File: src/rtl/ahb_pkg.sv
// Shared AHB-Lite encodings and the error-FSM state type for the request master.
package ahb_pkg;

  localparam logic [1:0] HTRANS_IDLE   = 2'b00;
  localparam logic [1:0] HTRANS_BUSY   = 2'b01;
  localparam logic [1:0] HTRANS_NONSEQ = 2'b10;
  localparam logic [1:0] HTRANS_SEQ    = 2'b11;

  localparam logic [2:0] HSIZE_BYTE = 3'b000;
  localparam logic [2:0] HSIZE_HALF = 3'b001;
  localparam logic [2:0] HSIZE_WORD = 3'b010;

  localparam logic HRESP_OKAY  = 1'b0;
  localparam logic HRESP_ERROR = 1'b1;

  localparam logic [2:0] HBURST_SINGLE = 3'b000;

  typedef enum logic {
    RUN  = 1'b0,
    ERR2 = 1'b1
  } state_t;

endpackage

File: src/rtl/ahb_req_master.sv
// AHB-Lite initiator: converts a valid/ready request stream into pipelined
// SINGLE transfers and returns one response pulse per accepted request.
//
// Handshake: a request transfers at a rising HCLK edge where req_valid and
// req_ready are both high; the caller must hold req_* stable until then.
// rsp_valid is a single-cycle pulse with no back-pressure.
module ahb_req_master
  import ahb_pkg::*;
#(
  parameter int          ADDR_W    = 32,
  parameter int          DATA_W    = 32,
  parameter logic [3:0]  HPROT_DEF = 4'b0011
) (
  input  logic              HCLK,
  input  logic              HRESET,
  input  logic              req_valid,
  output logic              req_ready,
  input  logic              req_write,
  input  logic [ADDR_W-1:0] req_addr,
  input  logic [2:0]        req_size,
  input  logic [DATA_W-1:0] req_wdata,
  output logic              rsp_valid,
  output logic [DATA_W-1:0] rsp_rdata,
  output logic              rsp_err,
  output logic [ADDR_W-1:0] HADDR,
  output logic [1:0]        HTRANS,
  output logic              HWRITE,
  output logic [2:0]        HSIZE,
  output logic [2:0]        HBURST,
  output logic [3:0]        HPROT,
  output logic [DATA_W-1:0] HWDATA,
  input  logic              HREADY,
  input  logic [DATA_W-1:0] HRDATA,
  input  logic              HRESP,
  output state_t            dbg_state
);

  state_t            state_q, state_d;
  logic [DATA_W-1:0] a_wdata_q;   // write data riding along with the address phase
  logic              d_valid_q;   // a transfer occupies the data phase
  logic              d_write_q;
  logic              abort_pend_q; // an address-phase transfer was cancelled by an error
  logic              abort_q;      // cycle in which the abort response is emitted
  logic              accept;
  logic              err_first;
  logic [2:0]        size_eff;
  logic [ADDR_W-1:0] addr_aligned;

  assign HBURST    = HBURST_SINGLE;
  assign HPROT     = HPROT_DEF;
  assign dbg_state = state_q;

  // The abort-pulse cycle blocks acceptance so the abort response stays in order.
  assign req_ready = HREADY && (state_q == RUN) && !abort_q;
  assign accept    = req_valid && req_ready;
  assign err_first = (state_q == RUN) && d_valid_q && (HRESP == HRESP_ERROR) && !HREADY;

  // Clamp illegal sizes to a word and clear address bits below the transfer size.
  always_comb begin
    size_eff     = (req_size > HSIZE_WORD) ? HSIZE_WORD : req_size;
    addr_aligned = req_addr;
    if (size_eff == HSIZE_HALF) addr_aligned[0] = 1'b0;
    if (size_eff == HSIZE_WORD) addr_aligned[1:0] = 2'b00;
  end

  // Error FSM state register.
  always_ff @(posedge HCLK or posedge HRESET) begin
    if (HRESET) state_q <= RUN;
    else        state_q <= state_d;
  end

  // Error FSM next state: enter ERR2 on the first ERROR cycle, leave when it completes.
  always_comb begin
    state_d = state_q;
    case (state_q)
      RUN:     if (err_first) state_d = ERR2;
      ERR2:    if (HREADY)    state_d = RUN;
      default: state_d = RUN;
    endcase
  end

  // Address phase: load on accept, cancel a pending NONSEQ on the first error cycle.
  always_ff @(posedge HCLK or posedge HRESET) begin
    if (HRESET) begin
      HTRANS    <= HTRANS_IDLE;
      HADDR     <= '0;
      HWRITE    <= 1'b0;
      HSIZE     <= HSIZE_BYTE;
      a_wdata_q <= '0;
    end else if (err_first) begin
      HTRANS <= HTRANS_IDLE;
    end else if (HREADY) begin
      if (accept) begin
        HTRANS    <= HTRANS_NONSEQ;
        HADDR     <= addr_aligned;
        HWRITE    <= req_write;
        HSIZE     <= size_eff;
        a_wdata_q <= req_wdata;
      end else begin
        HTRANS <= HTRANS_IDLE;
      end
    end
  end

  // Data phase: the address-phase transfer advances whenever HREADY is high.
  always_ff @(posedge HCLK or posedge HRESET) begin
    if (HRESET) begin
      d_valid_q <= 1'b0;
      d_write_q <= 1'b0;
      HWDATA    <= '0;
    end else if (HREADY) begin
      d_valid_q <= (HTRANS == HTRANS_NONSEQ);
      d_write_q <= HWRITE;
      if ((HTRANS == HTRANS_NONSEQ) && HWRITE) HWDATA <= a_wdata_q;
    end
  end

  // Abort bookkeeping: remember a cancelled transfer and pulse after the error completes.
  always_ff @(posedge HCLK or posedge HRESET) begin
    if (HRESET) begin
      abort_pend_q <= 1'b0;
      abort_q      <= 1'b0;
    end else begin
      abort_q <= 1'b0;
      if (err_first && (HTRANS == HTRANS_NONSEQ)) begin
        abort_pend_q <= 1'b1;
      end else if ((state_q == ERR2) && HREADY) begin
        abort_q      <= abort_pend_q;
        abort_pend_q <= 1'b0;
      end
    end
  end

  // Response pulse: data-phase completion or the deferred abort response.
  always_ff @(posedge HCLK or posedge HRESET) begin
    if (HRESET) begin
      rsp_valid <= 1'b0;
      rsp_rdata <= '0;
      rsp_err   <= 1'b0;
    end else begin
      rsp_valid <= 1'b0;
      rsp_rdata <= '0;
      rsp_err   <= 1'b0;
      if (abort_q) begin
        rsp_valid <= 1'b1;
        rsp_err   <= 1'b1;
      end else if (HREADY && d_valid_q) begin
        rsp_valid <= 1'b1;
        rsp_rdata <= d_write_q ? '0 : HRDATA;
        rsp_err   <= (HRESP == HRESP_ERROR);
      end
    end
  end

endmodule

File: config.mk
export PLATFORM = sky130hd
export DESIGN_NAME = ahb_req_master
export DESIGN_NICKNAME = d
export VERILOG_FILES = /design/src/rtl/ahb_pkg.sv /design/src/rtl/ahb_req_master.sv
export SDC_FILE = /design/constraint.sdc
export NUM_CORES = 1
export LEC_CHECK = 0
export CAP_MARGIN = 5
export CORE_UTILIZATION = 38
export DETAILED_ROUTE_END_ITERATION = 6
export MAX_ROUTING_LAYER = met4
export PLACE_DENSITY = 0.76
export SYNTH_ARGS = -nofsm -noshare
export SYNTH_HDL_FRONTEND = slang
export SYNTH_SLANG_ARGS = --single-unit
File: constraint.sdc
create_clock -name HCLK -period 4.35 [get_ports HCLK]
set_clock_uncertainty 0.1 [all_clocks]
set_input_delay 0.87 -clock HCLK [delete_from_list [all_inputs] [get_ports HCLK]]
set_output_delay 0.87 -clock HCLK [all_outputs]
set_load 0.02 [all_outputs]
==> impl_metrics.py <==
metrics = {
    "status": {
        "status": "finished, final reports clean",
    },
    "final_layout": {
        "area.growth.synth_to_final_pct": 54.5,
        "finalNetCount": 641,
        "n_antenna_cell": 0,
        "final_cell_mix": "209 x clkdlybuf4s50_1, 140 x dfrtp_1, 93 x mux2_2",
        "n_fill_cell": 1029,
        "layout_commonest_cell": "clkdlybuf4s50_1",
        "drive_above_1_share_pct": 25.4,
    },
    "critical_path": {
        "crit_required_ns": 3.38,
        "slowest_stage": "clkdlybuf4s50_1",
        "cp_common_cell": "clkdlybuf4s50_1",
        "max_stage_delay_ns": 0.71,
        "critPathKind": "in -> out",
        "cp.arrival_ns": 2.52,
        "cp_max_fo": 12,
        "crit_path_end_kind": "output port",
        "cp_cell_sequence": "clkdlybuf4s50_1, inv_1, nor3_1, clkdlybuf4s50_1",
        "crit_path_start_kind": "primary input",
        "r2r_cells": 3,
    },
    "drt": {
        "route.detailed.drc": 0,
        "wl_mm": 11.6,
        "drt_iter0_drc": 81,
        "routedWlPerCell_microns": 16.0,
        "dr_total_vias": 3309,
        "firstDrtPassIters": 4,
        "viasPerCell": 4.57,
        "drtAntennaViolNets": 0,
    },
    "power_and_ir_drop": {
        "pwr-share-seq_pct": 39.5,
        "leakagePower_nw": 3.46,
        "p_comb_share_pct": 28.8,
        "pwr_density_cell_nw_per_um2": 558,
        "ir_drop_mv": 0.241,
        "power.switching_w": 0.00124,
        "p_int_w": 0.00323,
        "power.share.switching_pct": 27.8,
        "p_clk_share_pct": 31.7,
    },
    "global_routing": {
        "track_usage_pct": 18.1,
        "antenna_found_initial": 0,
        "grt_overflow_total": 0,
        "grt_pass1_wl_mm": 18.7,
        "grt_pass1_vias": 3658,
        "grt_max_degree": 86,
    },
    "logic_synthesis": {
        "synth.area.mux_share_pct": 22.4,
        "synth-seq-cells": 140,
        "synth_xor_xnor_area_share_pct": 0,
        "synth_compound_gate_area_share_pct": 0.869,
        "synth_adder_area_share_pct": 0,
        "synth-edff-count": 0,
        "syn_area_sq_um": 5180,
        "async_flop_share_pct": 100,
        "synth_top_family_by_area": "multiplexers",
        "synth_area_per_cell_sq_um": 16.2,
        "synthCells": 320,
        "synthSimpleGateAreaFrac_pct": 5.65,
        "ys_seq_area_share_pct": 67.6,
        "yosysWarningCount": 0,
        "synth-main-ff-cell": "dfrtp_1",
        "ys_types": 28,
    },
    "cts": {
        "cts-buffers-inserted": 17,
        "cts_htree_levels": 4,
        "post_cts_buffers": 0,
        "root_buffer": "clkbuf_16",
        "clk_pin_slew_ns": 0.05,
        "clock_latency_ns": 0.42,
        "clock-sinks": 140,
        "cts_hold_buf": 0,
        "cts_resized": 0,
        "cts_tree": "yes",
        "cts_buffer_depth": 2,
    },
    "floorplan": {
        "coreArea_sq_um": 13300,
        "die_h_microns": 119,
        "num_rows": 42,
        "die-area_sq_um": 14100,
        "initial_core_util_pct": 39.0,
        "die_x_microns": 119,
        "io_pins": 218,
    },
    "placed_design": {
        "port_buffers": 209,
        "place_hpwl_mm": 8.14,
        "place.gp.congestion": 0.718,
    },
    "sta": {
        "final_max_slew_viol_count": 0,
        "rsz0062_at_grt": "false",
        "timing.max_slew.rel_slack_pct": 28.9,
        "period_minus_slack_ns": 3.49,
        "worst_pin_slew_ns": 1.07,
        "setup-tns-final_ns": 0,
        "setup_viol": 0,
        "hold_slack_ns": 0.402,
        "fin_crit_sh_pct": 80.3,
        "fmax_ghz": 0.286,
        "hold_viol_final": 0,
    },
    "run": {
        "drv_cap": 0,
    },
    "worst_hold_path": {
        "hold_depth": 1,
        "hp-class": "reg -> reg",
    },
}
## routing by layer
layer | vias to the layer above | GRT usage (%) | routed length [microns]
met5 | - | - | 0
met4 | 0 | 9.18 | 242
met3 | 21 | 5.98 | 680
met2 | 136 | 28.4 | 5880
met1 | 1640 | 20.8 | 4800
li1 | 1512 | - | -
## state kept, by name, indices dropped and copies added (netlist names), 3 cells and up
signal	flops
rsp_rdata	32
HSIZE	3
a_wdata_q	32
HADDR	32
HWDATA	32
## per-stage QoR
step,cells,power (W),util (%),instance area (sq um),worst slack [ns]
floorplan,326,0.00241,-,5210,1.63
global placement,693,0.00304,55.9,7430,0.902
CTS,724,0.00453,60.2,8010,0.853
global route,724,0.00467,60.2,8010,0.705
finish,724,0.00447,60.2,8010,0.858
detailed placement,693,0.00309,55.9,7430,0.857
## cells in the mapped netlist, types with 2 or more instances
| cell type | instances | share of area (%) |
|---|---|---|
| inv_1 | 3 | 0.22 |
| mux2_2 | 93 | 20 |
| buf_2 | 5 | 0.48 |
| and2_1 | 32 | 3.9 |
| dfrtp_1 | 140 | 68 |
| buf_4 | 13 | 1.9 |
| a31o_2 | 2 | 0.34 |
| conb_1 | 2 | 0.14 |
| clkbuf_1 | 3 | 0.22 |
| nor3b_1 | 2 | 0.29 |
| mux2_4 | 7 | 2.0 |
| nor2_1 | 2 | 0.14 |
## path summary, 6_finish.rpt
path | start | endpoint | slack (ns)
max in group asynchronous | HRESET | HWDATA[27] | 2.39
hold / removal | a_wdata_q[28] | HWDATA[28] | 0.40
hold reg to reg | a_wdata_q[28] | HWDATA[28] | 0.40
setup reg to reg | dbg_state | HADDR[28] | 2.21
setup / recovery | HREADY | req_ready | 0.86
min in group asynchronous | HRESET | rsp_rdata[21] | 0.92
## power by group through the flow
stage | combinational (W) | sequential, W | clock [W]
after floorplan | 0.000361 | 0.00205 | 0
after global placement | 0.00128 | 0.00176 | 0
after detailed placement | 0.00130 | 0.00179 | 0
after CTS | 0.00131 | 0.00177 | 0.00145
after global routing | 0.00136 | 0.00180 | 0.00151
final | 0.00129 | 0.00176 | 0.00141
## worst max-delay path: cells and delay by family
kind,cells,cell delay (ns)
buf+inv,3,1.48
simple gates,1,0.17
## area by class of cell
| class | count | area [sq um] | area share [%] |
|---|---|---|---|
| repair buffers | 214 | 2140 | 26.8 |
| clock inverters | 7 | 87.6 | 1.09 |
| clock buffers | 24 | 492 | 6.14 |
| inverters | 3 | 15.0 | 0.188 |
| flip-flops and latches | 140 | 3500 | 43.8 |
| well taps | 176 | 220 | 2.75 |
| multi-input cells | 160 | 1550 | 19.3 |
## logic make-up after synthesis
family	after synthesis
multiplexers	101
buffers and inverters	26
AO/OA/AOI/OAI	6
flip-flops	140
AND/OR/NAND/NOR	45
other	2
Power figures use the tool's default switching activity.
